===== src/rtl/img_pkt_pkg.sv =====
// ---------------------------------------------------------------------------
// img_pkt_pkg
// Shared definitions for the framed pixel-packet receiver:
//   - protocol byte codes (SYNC, ACK, NAK)
//   - parser state encoding
//   - pixel width and the checksum fold helper
// ---------------------------------------------------------------------------
package img_pkt_pkg;

  localparam int PIX_W = 12;

  localparam logic [7:0] SYNC_BYTE = 8'hA5;
  localparam logic [7:0] ACK_BYTE  = 8'h06;
  localparam logic [7:0] NAK_BYTE  = 8'h15;

  // Parser states
  typedef logic [2:0] state_t;
  localparam state_t ST_IDLE  = 3'd0;
  localparam state_t ST_LEN   = 3'd1;
  localparam state_t ST_HI    = 3'd2;
  localparam state_t ST_LO    = 3'd3;
  localparam state_t ST_CHK   = 3'd4;
  localparam state_t ST_DRAIN = 3'd5;

  // Running checksum: plain 8-bit XOR, no carries.
  function automatic logic [7:0] chk_fold(input logic [7:0] acc, input logic [7:0] b);
    return acc ^ b;
  endfunction

endpackage


===== src/rtl/img_pkt_rx_buf.sv =====
// ---------------------------------------------------------------------------
// pkt_pix_buf
// Packet pixel buffer: DEPTH x W register file with write and read pointers.
// Ports:
//   i_clk      clock
//   i_rst_n    synchronous active-low reset (pointers to 0)
//   i_clr      drop contents (pointers to 0), wins over write/read
//   i_wr_en    write i_wr_data at the write pointer, advance it
//   i_wr_data  pixel to store
//   i_rd_en    advance the read pointer
//   o_rd_data  entry at the read pointer (combinational)
// ---------------------------------------------------------------------------
module pkt_pix_buf #(
  parameter int DEPTH = 16,
  parameter int W     = 12
) (
  input  logic         i_clk,
  input  logic         i_rst_n,
  input  logic         i_clr,
  input  logic         i_wr_en,
  input  logic [W-1:0] i_wr_data,
  input  logic         i_rd_en,
  output logic [W-1:0] o_rd_data
);

  localparam int IW = (DEPTH > 1) ? $clog2(DEPTH) : 1;
  // Pointers need one extra bit so "full" (== DEPTH) is representable.
  localparam int PW = $clog2(DEPTH + 1);
  localparam logic [PW-1:0] PTR_ONE  = PW'(1'b1);
  localparam logic [PW-1:0] PTR_FULL = PW'(DEPTH);

  logic [W-1:0]  r_mem [DEPTH];
  logic [PW-1:0] r_wr_ptr;
  logic [PW-1:0] r_rd_ptr;
  logic          w_wr_ok;

  assign w_wr_ok   = i_wr_en && (r_wr_ptr < PTR_FULL);
  assign o_rd_data = r_mem[r_rd_ptr[IW-1:0]];

  // Pointer update: clear has priority, reads never pass the write pointer
  always_ff @(posedge i_clk) begin
    if (!i_rst_n) begin
      r_wr_ptr <= '0;
      r_rd_ptr <= '0;
    end else if (i_clr) begin
      r_wr_ptr <= '0;
      r_rd_ptr <= '0;
    end else begin
      if (w_wr_ok) begin
        r_wr_ptr <= r_wr_ptr + PTR_ONE;
      end
      if (i_rd_en && (r_rd_ptr < r_wr_ptr)) begin
        r_rd_ptr <= r_rd_ptr + PTR_ONE;
      end
    end
  end

  // Storage array; contents are only read after being written in a packet
  always_ff @(posedge i_clk) begin
    if (w_wr_ok && !i_clr) begin
      r_mem[r_wr_ptr[IW-1:0]] <= i_wr_data;
    end
  end

endmodule


===== src/rtl/img_pkt_rx.sv =====
// ---------------------------------------------------------------------------
// img_pkt_rx
// Framed pixel-packet receiver between uart_rx and the frame-RAM writer.
// Parses SYNC/LEN/payload/CHK packets, buffers the pixels, releases them as a
// one-per-cycle burst once the checksum matches, and answers ACK/NAK.
// Ports:
//   i_clk_sys, i_rst_n    clock, synchronous active-low reset
//   i_enable              image-receive window
//   i_rx_data, i_rx_done  received byte and its one-cycle strobe
//   o_pix, o_pix_valid    released pixel {R,G,B} and strobe
//   o_ack_data/_valid     reply byte (0x06 / 0x15) and strobe
//   o_pix_cnt             pixels released in the current image (saturating)
//   o_frame_done          strobe with the pixel that completes the image
//   o_err                 strobe on any protocol error
// ---------------------------------------------------------------------------
module img_pkt_rx
  import img_pkt_pkg::*;
#(
  parameter int PKT_PIX_MAX = 16,
  parameter int FRAME_PIX   = 37000,
  parameter int TIMEOUT_CYC = 262144
) (
  input  logic             i_clk_sys,
  input  logic             i_rst_n,
  input  logic             i_enable,
  input  logic [7:0]       i_rx_data,
  input  logic             i_rx_done,
  output logic [PIX_W-1:0] o_pix,
  output logic             o_pix_valid,
  output logic [7:0]       o_ack_data,
  output logic             o_ack_valid,
  output logic [15:0]      o_pix_cnt,
  output logic             o_frame_done,
  output logic             o_err
);

  localparam int TW = (TIMEOUT_CYC > 1) ? $clog2(TIMEOUT_CYC) : 1;
  localparam logic [TW-1:0] TMO_LAST   = TW'(TIMEOUT_CYC - 1);
  localparam logic [TW-1:0] TMO_ONE    = TW'(1'b1);
  localparam logic [7:0]    LEN_MAX    = 8'(PKT_PIX_MAX);
  localparam logic [15:0]   FRAME_LAST = 16'(FRAME_PIX - 1);
  localparam logic [15:0]   FRAME_FULL = 16'(FRAME_PIX);

  state_t           r_state;
  logic [7:0]       r_len;
  logic [7:0]       r_cnt;
  logic [7:0]       r_chk;
  logic [3:0]       r_hi;
  logic [TW-1:0]    r_tmo;
  logic             r_en_d;
  logic             r_full;
  logic [15:0]      r_pix_cnt;
  logic [PIX_W-1:0] r_pix;
  logic             r_pix_valid;
  logic [7:0]       r_ack_data;
  logic             r_ack_valid;
  logic             r_frame_done;
  logic             r_err;

  state_t           w_state_nxt;
  logic [7:0]       w_len_nxt;
  logic [7:0]       w_cnt_nxt;
  logic [7:0]       w_chk_nxt;
  logic [3:0]       w_hi_nxt;
  logic [7:0]       w_cnt_inc;
  logic             w_waiting;
  logic             w_tmo_hit;
  logic             w_en_rise;
  logic             w_len_ok;
  logic             w_buf_clr;
  logic             w_buf_wr;
  logic             w_buf_rd;
  logic             w_emit;
  logic             w_reply;
  logic [7:0]       w_reply_byte;
  logic             w_err;
  logic             w_frame_hit;
  logic [PIX_W-1:0] w_rd_data;

  assign w_cnt_inc   = r_cnt + 8'd1;
  assign w_waiting   = (r_state == ST_LEN) || (r_state == ST_HI) ||
                       (r_state == ST_LO)  || (r_state == ST_CHK);
  assign w_tmo_hit   = w_waiting && (r_tmo == TMO_LAST);
  assign w_en_rise   = i_enable && !r_en_d;
  assign w_len_ok    = (i_rx_data != 8'h00) && (i_rx_data <= LEN_MAX);
  assign w_frame_hit = w_emit && (r_pix_cnt == FRAME_LAST);

  pkt_pix_buf #(
    .DEPTH (PKT_PIX_MAX),
    .W     (PIX_W)
  ) u_buf (
    .i_clk     (i_clk_sys),
    .i_rst_n   (i_rst_n),
    .i_clr     (w_buf_clr),
    .i_wr_en   (w_buf_wr),
    .i_wr_data ({r_hi, i_rx_data}),
    .i_rd_en   (w_buf_rd),
    .o_rd_data (w_rd_data)
  );

  // Parser next-state and per-cycle control decisions
  always_comb begin
    w_state_nxt  = r_state;
    w_len_nxt    = r_len;
    w_cnt_nxt    = r_cnt;
    w_chk_nxt    = r_chk;
    w_hi_nxt     = r_hi;
    w_buf_clr    = 1'b0;
    w_buf_wr     = 1'b0;
    w_buf_rd     = 1'b0;
    w_emit       = 1'b0;
    w_reply      = 1'b0;
    w_reply_byte = NAK_BYTE;
    w_err        = 1'b0;
    if (!i_enable) begin
      w_state_nxt = ST_IDLE;
      w_buf_clr   = 1'b1;
    end else if (w_tmo_hit) begin
      // Stalled packet: abandon silently apart from the error strobe
      w_state_nxt = ST_IDLE;
      w_buf_clr   = 1'b1;
      w_err       = 1'b1;
    end else begin
      case (r_state)
        ST_IDLE: begin
          if (i_rx_done && (i_rx_data == SYNC_BYTE)) begin
            w_state_nxt = ST_LEN;
          end else begin
            w_state_nxt = ST_IDLE;
          end
        end
        ST_LEN: begin
          if (i_rx_done && w_len_ok) begin
            w_len_nxt   = i_rx_data;
            w_chk_nxt   = i_rx_data;
            w_cnt_nxt   = 8'd0;
            w_buf_clr   = 1'b1;
            w_state_nxt = ST_HI;
          end else if (i_rx_done) begin
            w_reply     = 1'b1;
            w_err       = 1'b1;
            w_state_nxt = ST_IDLE;
          end else begin
            w_state_nxt = ST_LEN;
          end
        end
        ST_HI: begin
          if (i_rx_done) begin
            w_chk_nxt   = chk_fold(r_chk, i_rx_data);
            w_hi_nxt    = i_rx_data[3:0];
            w_state_nxt = ST_LO;
          end else begin
            w_state_nxt = ST_HI;
          end
        end
        ST_LO: begin
          if (i_rx_done) begin
            w_chk_nxt   = chk_fold(r_chk, i_rx_data);
            w_buf_wr    = 1'b1;
            w_cnt_nxt   = w_cnt_inc;
            w_state_nxt = (w_cnt_inc == r_len) ? ST_CHK : ST_HI;
          end else begin
            w_state_nxt = ST_LO;
          end
        end
        ST_CHK: begin
          if (i_rx_done && (i_rx_data == r_chk)) begin
            w_reply      = 1'b1;
            w_reply_byte = ACK_BYTE;
            if (r_full) begin
              // Image already complete: acknowledge but release nothing
              w_buf_clr   = 1'b1;
              w_state_nxt = ST_IDLE;
            end else begin
              // First pixel leaves together with the ACK
              w_emit      = 1'b1;
              w_buf_rd    = 1'b1;
              w_cnt_nxt   = 8'd1;
              w_buf_clr   = (r_len == 8'd1);
              w_state_nxt = (r_len == 8'd1) ? ST_IDLE : ST_DRAIN;
            end
          end else if (i_rx_done) begin
            w_reply     = 1'b1;
            w_err       = 1'b1;
            w_buf_clr   = 1'b1;
            w_state_nxt = ST_IDLE;
          end else begin
            w_state_nxt = ST_CHK;
          end
        end
        ST_DRAIN: begin
          w_err = i_rx_done;
          if (r_full) begin
            w_buf_clr   = 1'b1;
            w_state_nxt = ST_IDLE;
          end else begin
            w_emit      = 1'b1;
            w_buf_rd    = 1'b1;
            w_cnt_nxt   = w_cnt_inc;
            w_buf_clr   = (w_cnt_inc == r_len);
            w_state_nxt = (w_cnt_inc == r_len) ? ST_IDLE : ST_DRAIN;
          end
        end
        default: begin
          w_buf_clr   = 1'b1;
          w_state_nxt = ST_IDLE;
        end
      endcase
    end
  end

  // Parser state, timeout counter, image counters and registered outputs
  always_ff @(posedge i_clk_sys) begin
    if (!i_rst_n) begin
      r_state      <= ST_IDLE;
      r_len        <= 8'd0;
      r_cnt        <= 8'd0;
      r_chk        <= 8'd0;
      r_hi         <= 4'd0;
      r_tmo        <= '0;
      r_en_d       <= 1'b0;
      r_full       <= 1'b0;
      r_pix_cnt    <= 16'd0;
      r_pix        <= '0;
      r_pix_valid  <= 1'b0;
      r_ack_data   <= 8'd0;
      r_ack_valid  <= 1'b0;
      r_frame_done <= 1'b0;
      r_err        <= 1'b0;
    end else begin
      r_state <= w_state_nxt;
      r_len   <= w_len_nxt;
      r_cnt   <= w_cnt_nxt;
      r_chk   <= w_chk_nxt;
      r_hi    <= w_hi_nxt;
      r_en_d  <= i_enable;

      if (!i_enable || i_rx_done || !w_waiting || w_tmo_hit) begin
        r_tmo <= '0;
      end else begin
        r_tmo <= r_tmo + TMO_ONE;
      end

      if (w_en_rise) begin
        r_pix_cnt <= 16'd0;
        r_full    <= 1'b0;
      end else begin
        if (w_emit && (r_pix_cnt != FRAME_FULL)) begin
          r_pix_cnt <= r_pix_cnt + 16'd1;
        end
        if (w_frame_hit) begin
          r_full <= 1'b1;
        end
      end

      r_pix        <= w_emit ? w_rd_data : '0;
      r_pix_valid  <= w_emit;
      r_ack_data   <= w_reply ? w_reply_byte : 8'd0;
      r_ack_valid  <= w_reply;
      r_frame_done <= w_frame_hit;
      r_err        <= w_err;
    end
  end

  assign o_pix        = r_pix;
  assign o_pix_valid  = r_pix_valid;
  assign o_ack_data   = r_ack_data;
  assign o_ack_valid  = r_ack_valid;
  assign o_pix_cnt    = r_pix_cnt;
  assign o_frame_done = r_frame_done;
  assign o_err        = r_err;

endmodule


===== config.mk =====
export PLATFORM = sky130hd
export DESIGN_NAME = img_pkt_rx
export DESIGN_NICKNAME = d
export VERILOG_FILES = /design/src/rtl/img_pkt_pkg.sv /design/src/rtl/img_pkt_rx_buf.sv /design/src/rtl/img_pkt_rx.sv
export SDC_FILE = /design/constraint.sdc
export NUM_CORES = 1
export LEC_CHECK = 0
export CORE_ASPECT_RATIO = 1.75
export CORE_UTILIZATION = 59
export CTS_BUF_LIST = sky130_fd_sc_hd__clkbuf_2 sky130_fd_sc_hd__clkbuf_4 sky130_fd_sc_hd__clkbuf_8
export DETAILED_ROUTE_END_ITERATION = 6
export DONT_BUFFER_PORTS = 1
export PLACE_DENSITY = 0.78
export SKIP_LAST_GASP = 1
export SYNTH_ARGS = -nofsm -noshare
export SYNTH_HDL_FRONTEND = slang
export SYNTH_SLANG_ARGS = --single-unit

===== constraint.sdc =====
create_clock -name i_clk_sys -period 2.7 [get_ports i_clk_sys]
set_input_delay 0.27 -clock i_clk_sys [delete_from_list [all_inputs] [get_ports i_clk_sys]]
set_output_delay 0.27 -clock i_clk_sys [all_outputs]
set_load 0.02 [all_outputs]

==> results.sh, run 1 <==
export IMPL_crit_type="reg2reg"
export IMPL_cts_buffers=41
export IMPL_power_leakage_nw=4.45
export IMPL_synth_ff_type="edfxtp_1"
export IMPL_post_route_cell_area_sq_um=13800
export IMPL_final_max_slew_violation_count=0
export IMPL_via_per_inst=6.38
export IMPL_cts_setup_buffers=0
export IMPL_diodes=0
export IMPL_cts_htree_levels=2
export IMPL_rsz0062_at_grt="false"
export IMPL_fin_nets=941
export IMPL_worst_slew_pin_transition_ns=0.913
export IMPL_clock_sinks=288
export IMPL_clockPowerShare=0.420
export IMPL_drive_above_1_share=0.225
export IMPL_cts_tree="built"
export IMPL_ys_seq_area_frac=0.628
export IMPL_drt_iter0_drc=643
export IMPL_area_growth_pct=13.1
export IMPL_min_from="i_rst_n"
export IMPL_dp_cells=1110
export IMPL_intPower_mw=6.59
export IMPL_finalHoldViolations=0
export IMPL_hold_path_class="in2reg"
export IMPL_swShare=0.204
export IMPL_fp_dieH_um=193
export IMPL_antenna_found_initial=0
export IMPL_syn_area_sq_um=12200
export IMPL_portBuffers=0
export IMPL_setup_violations_final=0
export IMPL_outcome="finished, violations left"
export IMPL_clkLatencyLatePin_ns=0.59
export IMPL_fp_row_count=69
export IMPL_slew_headroom=0.389
export IMPL_violations="design-rule violations"
export IMPL_ys_warn_count=0
export IMPL_ir_drop_mv=0.651
export IMPL_routed_wl_um=28700
export IMPL_synth_edf_count=192
export IMPL_cp_max_fo=7
export IMPL_vias=7633
export IMPL_place_congestion=0.953
export IMPL_worstSetupStartpointType="flip-flop"
export IMPL_syn_avg_cell_area_sq_um=14.3
export IMPL_r2r_end="u_buf.r_mem[2][8]"
export IMPL_ant_nets=0
export IMPL_netlist_cell_type_count=69
export IMPL_seq_power_share=0.565
export IMPL_grt_max_degree=53
export IMPL_worst_slack_ns=0.157
export IMPL_grt_pass1_vias=7922
export IMPL_fmax_ghz=0.393
export IMPL_drv_cap=0
export IMPL_ios=52
export IMPL_syn_instance_count=857
export IMPL_async_flop_share=0
export IMPL_dpl_cell_area_sq_um=12900
export IMPL_power_density_nw_per_um2=599
export IMPL_drc=2
export IMPL_ys_ff_latch=288
export IMPL_first_pass_iters=7
export IMPL_worstSetupEndpointType="flip-flop"
export IMPL_switchingPower_mw=1.69
export IMPL_grt_overflow_total=0
export IMPL_grt_pass1_wl_um=43600
export IMPL_hold_path_end="o_pix_valid"
export IMPL_dieWidth_um=111
export IMPL_dp_hpwl_um=18500
export IMPL_clk_root_buffer_cell="clkbuf_8"
export IMPL_clk_pin_slew_ns=0.07
export IMPL_required_ns=2.96
export IMPL_wl_per_cell_um=24.0
export IMPL_r2r_start="r_tmo[0]"
export IMPL_skew_ns=0.0521
export IMPL_hold_path_depth=3
export IMPL_initial_core_util=0.603
export IMPL_reg2reg_depth=8
export IMPL_coreArea_sq_um=20300
export IMPL_finalCriticalPeriod_ns=2.54
export IMPL_grt_total_usage=0.275
export IMPL_pre_cts_slack_ns=0.00452
export IMPL_tns_ns=0
export IMPL_r2r_slack_ns=0.16
export IMPL_dieArea_sq_um=21300
export IMPL_cp_arrival_ns=2.81
export IMPL_combPwrFrac=0.015
export IMPL_stdcell_count=1196
export IMPL_layout_worst_path_cycle_share=0.942
export IMPL_clockBufferDepth=3
[layer usage]
layer | track usage | wire length, um | share of wire
met5 | 0 | 0 | 0
met4 | 0.149 | 1370 | 0.048
met3 | 0.0534 | 1580 | 0.055
met2 | 0.514 | 15900 | 0.55
met1 | 0.289 | 9870 | 0.34
[worst max path at each step]
stage	startpoint	to	slack, ns	depth (start not counted)
2_1_floorplan	r_state[0]	u_buf.r_mem[11][0]	0.20	5
3_3_place_gp	r_tmo[0]	u_buf.r_mem[11][2]	0.18	8
3_5_place_dp	r_tmo[0]	u_buf.r_mem[10][2]	0.005	8
4_1_cts	r_tmo[0]	u_buf.r_mem[10][8]	0.17	8
5_1_grt	r_tmo[0]	r_chk[1]	0.05	8
6_report	r_tmo[0]	u_buf.r_mem[2][8]	0.16	8
[Yosys cell counts, types with 7 or more instances]
library cell / number / area (sq um)
dfxtp_1: 96 / 1920
mux2i_1: 10 / 100
xor2_1: 16 / 140
nand3_1: 23 / 115
a31oi_1: 9 / 56.3
nor2_1: 63 / 236
mux4_2: 60 / 1350
nand4_1: 13 / 81.3
or3_1: 9 / 56.3
inv_1: 22 / 82.6
nand2b_1: 7 / 43.8
nor3_1: 17 / 85.1
nand2_1: 39 / 146
xnor2_1: 25 / 219
o21ai_0: 24 / 120
nor2b_1: 12 / 75.1
buf_4: 7 / 52.6
edfxtp_1: 192 / 5770
ha_1: 13 / 163
a21oi_1: 24 / 120
and3_1: 14 / 87.6
clkbuf_1: 28 / 105
buf_2: 10 / 50.1
and2_1: 18 / 113
nor4_1: 7 / 43.8
[registers in the layout, indices dropped and copies added, names as in the netlist, 3 cells and up]
| name | count |
|---|---|
| o_ack_data | 3 |
| u_buf.r_wr_ptr | 5 |
| o_pix | 12 |
| r_state | 3 |
| o_pix_cnt | 16 |
| r_chk | 8 |
| r_len | 8 |
| r_hi | 4 |
| r_tmo | 18 |
| r_cnt | 8 |
| u_buf.r_rd_ptr | 5 |
| u_buf.r_mem | 192 |
[placed cells by master, fill, tap and decap left out, drive strengths merged, types with 6 or more instances in the layout]
cell / count
dlygate4sd3: 10
nand2b: 7
mux2i: 10
and2: 18
nor2b: 12
xor2: 16
buf: 53
or3: 9
o21ai: 25
edfxtp: 192
nor3: 20
inv: 22
clkinv: 8
nor2: 63
ha: 13
xnor2: 25
clkbuf: 66
nand4: 13
mux4: 60
dfxtp: 96
nand3: 23
a21oi: 24
nor4b: 6
a31oi: 9
nand2: 39
and3: 19
nor4: 11
[power by group through the flow]
stage / clock network [mW] / logic [mW] / registers (mW)
4_1_cts: 3.53 / 0.126 / 4.68
5_1_grt: 3.69 / 0.135 / 4.67
3_3_place_gp: 0 / 0.0608 / 4.77
2_1_floorplan: 0 / 0.0705 / 4.77
3_5_place_dp: 0 / 0.0627 / 4.77
6_report: 3.48 / 0.128 / 4.68
[metrics by stage]
| step | power [mW] | hold slack [ns] | util |
|---|---|---|---|
| 6_report | 8.28 | 0.0233 | 0.682 |
| 5_1_grt | 8.50 | 0.0350 | 0.682 |
| 4_1_cts | 8.33 | 0.00307 | 0.682 |
| 3_5_place_dp | 4.84 | 0.370 | 0.634 |
| 3_3_place_gp | 4.83 | 0.370 | 0.634 |
| 2_1_floorplan | 4.84 | 0.369 | - |
[logic make-up after synthesis]
| logic type | Yosys count | synth area share |
|---|---|---|
| AOI/OAI and AO/OA | 109 | 0.0620 |
| muxes | 70 | 0.119 |
| and+or+nand+nor | 263 | 0.122 |
| xor gates and xnor gates | 41 | 0.0293 |
| buffers and inverters | 72 | 0.0266 |
| adders and majority gates | 13 | 0.0133 |
| DFF | 288 | 0.628 |
| other | 1 | 0.000306 |
[critical path, cell delays in order (launching register included)]
cell	delay, ns
dfxtp_1	0.33
ha_1	0.24
and4_1	0.26
nand4_1	0.24
o311ai_1	0.11
buf_4	0.19
nor4b_2	0.37
and2_1	0.29
buf_4	0.19
[layout make-up]
type / count / area [sq um]
Fill cell: 1348 / 6450
Multi-Input combinational cell: 500 / 4250
Inverter: 22 / 82.6
Timing Repair Buffer: 63 / 661
Clock inverter: 9 / 41.3
Clock buffer: 66 / 802
Tap cell: 248 / 310
Sequential cell: 288 / 7690
[repair_timing]
| item | 4_1_cts | 5_1_grt |
|---|---|---|
| pin swaps | 0 | 0 |
| hold buffers | 11 | 0 |
| gates resized for setup | 2 | 1 |
| hold endpoints to repair | 172 | 0 |
| setup endpoints to repair | 52 | 1 |
No activity file was read; power rests on OpenSTA's default activity.
==> inputs of run 2 (changes only) <==
MAX_ROUTING_LAYER = met4   (was default)
==> run 2 against run 1 <==
  * The run now ends clean
  * Critical path depth unchanged
  * Register-to-register slack hardly changed
  * Wire length fell by 1.5%
  * Combinational power shrank 3%
  * Cell area is 0.20% higher
  * Count of clock-buffer cells in the layout is 8 lower
  * Utilization increased by 0.14 points
  * Fmax is 0.32% lower
  * Critical endpoint is now r_state[2]
  * Largest power group unchanged
==> results.sh, run 2 (synthesis results as in run 1) <==
export IMPL_cts_tree="built"
export IMPL_dpl_cell_area_sq_um=12900
export IMPL_setup_violations_final=0
export IMPL_worst_slack_ns=0.149
export IMPL_grt_overflow_total=0
export IMPL_cp_max_fo=5
export IMPL_cts_htree_levels=2
export IMPL_crit_family="simple AND/OR/NAND/NOR gates"
export IMPL_largest_register_ffs=192
export IMPL_vias=7634
export IMPL_routed_wl_um=28300
export IMPL_utilization=0.684
export IMPL_dp_cells=1114
export IMPL_crit_type="reg2reg"
export IMPL_final_max_slew_violation_count=0
export IMPL_slew_headroom=0.378
export IMPL_clockBufferDepth=3
export IMPL_crit_buf_inv=1
export IMPL_skew_ns=0.0308
export IMPL_final_cell_mix="edfxtp_1, dfxtp_1, nor2_1"
export IMPL_rsz0062_at_grt="false"
export IMPL_dieArea_sq_um=21300
export IMPL_clock_sinks=288
export IMPL_wl_per_cell_um=23.6
export IMPL_drc=0
export IMPL_ir_drop_mv=0.601
export IMPL_fp_row_count=69
export IMPL_outcome="complete, no violations"
export IMPL_diodes=0
export IMPL_drive_above_1_share=0.228
export IMPL_antenna_found_initial=0
export IMPL_slowest_delay_ns=0.43
export IMPL_final_common_cell="edfxtp_1"
export IMPL_finalHoldViolations=0
export IMPL_first_pass_iters=5
export IMPL_finalCriticalPeriod_ns=2.55
export IMPL_dp_hpwl_um=18200
export IMPL_worst_slew_pin_transition_ns=0.930
export IMPL_clkLatencyLatePin_ns=0.57
export IMPL_crit_slowest_cell="dfxtp_1"
export IMPL_cp_arrival_ns=3.00
export IMPL_clk_pin_slew_ns=0.07
export IMPL_coreArea_sq_um=20300
export IMPL_dieWidth_um=111
export IMPL_drv_cap=0
export IMPL_fp_dieH_um=193
export IMPL_place_congestion=0.901
export IMPL_fin_nets=945
export IMPL_hold_ws_ns=0.0000998
export IMPL_hold_path_class="in2reg"
export IMPL_grt_pass1_vias=7845
export IMPL_initial_core_util=0.603
export IMPL_area_growth_pct=13.3
export IMPL_total_power_mw=8.30
export IMPL_grt_max_degree=53
export IMPL_stdcell_count=1200
export IMPL_drt_iter0_drc=593
export IMPL_layout_worst_path_cycle_share=0.945
export IMPL_worstSetupStartpointType="flip-flop"
export IMPL_cts_buffers=41
export IMPL_grt_total_usage=0.283
export IMPL_required_ns=3.15
export IMPL_post_route_cell_area_sq_um=13900
export IMPL_cts_setup_buffers=0
export IMPL_fmax_ghz=0.392
export IMPL_portBuffers=0
export IMPL_tns_ns=0
export IMPL_grt_pass1_wl_um=43800
export IMPL_power_density_nw_per_um2=599
export IMPL_pre_cts_slack_ns=0.0743
export IMPL_ant_nets=0
export IMPL_clk_root_buffer_cell="clkbuf_8"
export IMPL_power_leakage_nw=4.46
export IMPL_worstSetupEndpointType="flip-flop"
export IMPL_ios=52
export IMPL_path_cells="ha_1 > nand3_1 > or3_1 > a221oi_1 > nor4b_4 > buf_4 > nor3_1 > o31a_1"
export IMPL_via_per_inst=6.36
## run 2: tightest hold or removal path, stage by stage
cell and delay [ns]:
o31ai_4 0.06, nor3_2 0.08, nand2_1 0.08, inv_1 0.04
## run 2: what timing repair did
action | 4_1_cts | 5_1_grt
hold buffers | 11 | 0
endpoints found under the hold margin | 172 | 0
gates resized for setup | 0 | 6
endpoints found under the setup margin | 0 | 97
## run 2: layout make-up
class                      count  area [sq um]
clock inverter                17           108
timing repair buffer          67           666
sequential                   288          7690
clock buffer                  58           736
tap                          248           310
fill                        1338          6420
multi-input combinational    500          4270
inverter                      22          82.6
## run 2: power by group
part	total (mW)	internal (mW)	switching (mW)	leakage, nW
sequential	4.68	4.68	0.000416	2.38
combinational	0.124	0.0350	0.0891	1.63
clock	3.50	1.86	1.64	0.446
total	8.30	6.57	1.73	4.46
## run 2: final timing paths
| check | from | endpoint | slack (ns) | depth (start not counted) |
|---|---|---|---|---|
| worst min register to register | r_tmo[0] | r_tmo[0] | 0.48 | 1 |
| worst max-delay path | r_cnt[0] | r_state[2] | 0.15 | 8 |
| worst min-delay path | i_enable | o_pix_valid | 0.0001 | 4 |
| worst max register to register | r_cnt[0] | r_state[2] | 0.15 | 8 |
## run 2: metal layers
layer / share of wire / vias to the layer above / GRT usage
met4: 0.060 / 0 / 0.169
met1: 0.34 / 3802 / 0.289
met5: 0 / - / -
met2: 0.54 / 296 / 0.505
li1: - / 3423 / -
met3: 0.056 / 113 / 0.0528
==> inputs of run 3 (changes only) <==
CORE_UTILIZATION = 60   (was 59)
PLACE_DENSITY = 0.76   (was 0.78)
clock period = 3.3 ns   (was 2.7 ns; I/O delays follow)
==> run 3 against run 2 <==
  * Highest routed layer unchanged
  * Global-route usage grew 1.5 points
  * Cell area shrank 1.7%
  * Wire length up 1.4%
==> results.sh, run 3 (synthesis results as in run 1) <==
export IMPL_dp_hpwl_um=18200
export IMPL_worstSetupEndpointType="flip-flop"
export IMPL_fp_dieH_um=191
export IMPL_finalCriticalPeriod_ns=2.84
export IMPL_cp_max_fo=14
export IMPL_cts_htree_levels=2
export IMPL_cts_tree="built"
export IMPL_clk_root_buffer_cell="clkbuf_8"
export IMPL_ir_drop_mv=0.560
export IMPL_rsz0062_at_grt="false"
export IMPL_clk_pin_slew_ns=0.07
export IMPL_crit_slowest_cell="and2_1"
export IMPL_worst_slew_pin_transition_ns=0.795
export IMPL_drive_above_1_share=0.209
export IMPL_antenna_found_initial=0
export IMPL_drc=0
export IMPL_grt_pass1_wl_um=43700
export IMPL_outcome="complete, no violations"
export IMPL_largest_register_ffs=192
export IMPL_crit_type="reg2reg"
export IMPL_cts_buffers=42
export IMPL_path_cells="or3_1 > nand3_1 > o311ai_1 > nor4b_1 > and2_1"
export IMPL_nFillCells=1321
export IMPL_grt_pass1_vias=7930
export IMPL_power_density_nw_per_um2=508
export IMPL_stdcell_count=1179
export IMPL_grt_total_usage=0.298
export IMPL_initial_core_util=0.617
export IMPL_layout_worst_path_cycle_share=0.860
export IMPL_worstSetupStartpointType="flip-flop"
export IMPL_first_pass_iters=5
export IMPL_final_max_slew_violation_count=0
export IMPL_via_per_inst=6.49
export IMPL_ios=52
export IMPL_area_growth_pct=11.4
export IMPL_cts_setup_buffers=0
export IMPL_power_leakage_nw=4.36
export IMPL_finalHoldViolations=0
export IMPL_grt_max_degree=52
export IMPL_place_congestion=0.931
export IMPL_grt_overflow_total=0
export IMPL_fin_nets=925
export IMPL_clockBufferDepth=3
export IMPL_slew_headroom=0.468
export IMPL_drv_cap=0
export IMPL_cp_arrival_ns=3.03
export IMPL_clock_sinks=288
export IMPL_slowest_delay_ns=0.70
export IMPL_dieArea_sq_um=21000
export IMPL_vias=7648
export IMPL_required_ns=3.49
export IMPL_portBuffers=0
export IMPL_final_cell_mix="edfxtp_1, dfxtp_1, nor2_1"
export IMPL_ant_nets=0
export IMPL_final_common_cell="edfxtp_1"
export IMPL_routed_wl_um=28700
export IMPL_fp_row_count=68
export IMPL_wl_per_cell_um=24.3
export IMPL_drt_iter0_drc=735
export IMPL_dieWidth_um=110
export IMPL_clkLatencyLatePin_ns=0.57
export IMPL_hold_path_class="in2reg"
export IMPL_dp_cells=1091
export IMPL_skew_ns=0.0118
export IMPL_setup_violations_final=0
export IMPL_coreArea_sq_um=19800
export IMPL_fmax_ghz=0.352
export IMPL_tns_ns=0
run 3: layer usage:
layer  part of all wire  GRT usage
met3              0.064     0.0631
met4              0.048      0.150
met5                  0          -
met2               0.54      0.521
met1               0.34      0.311
run 3: stage by stage:
step                worst slack [ns]  area, sq um  hold slack, ns  power, mW  utilization
global placement               0.639        12600           0.430       3.95        0.636
CTS                            0.452        13600         0.00557       6.99        0.688
finish                         0.462        13600          0.0240       6.93        0.688
global route                   0.372        13600          0.0254       7.14        0.688
detailed placement             0.490        12600           0.430       3.95        0.636
floorplan                      0.804        12300           0.429       3.96            -
run 3: timing repair:
action / in CTS / in global routing
hold endpoints to repair: 172 / 0
hold buffers: 10 / 0
resized for setup: 0 / 0
run 3: worst paths after layout:
path | from | endpoint | slack [ns] | cells past startpoint
min | i_rx_data[0] | r_chk[0] | 0.02 | 3
max reg2reg | r_state[2] | u_buf.r_mem[8][11] | 0.46 | 5
max | r_state[2] | u_buf.r_mem[8][11] | 0.46 | 5
min reg2reg | r_tmo[0] | r_tmo[0] | 0.46 | 1
run 3: layout make-up:
class                      count  area, sq um  share of cell area
clock buffer                  63          786              0.0576
antenna                        1         2.50            0.000184
inverter                      22         82.6             0.00606
timing repair buffer          46          405              0.0297
tap                          245          307              0.0225
multi-input combinational    500         4240               0.311
sequential                   288         7690               0.564
clock inverter                14          123             0.00899
run 3: report_power, final:
part | switching [mW] | internal (mW)
Sequential | 0.000364 | 3.83
Combinational | 0.0701 | 0.0258
Clock | 1.32 | 1.69
run 3: critical path, delay by kind of cell (launching register included):
kind / cells / cell delay, ns
compound gates: 1 / 0.19
flops: 1 / 0.43
simple gates: 4 / 1.84
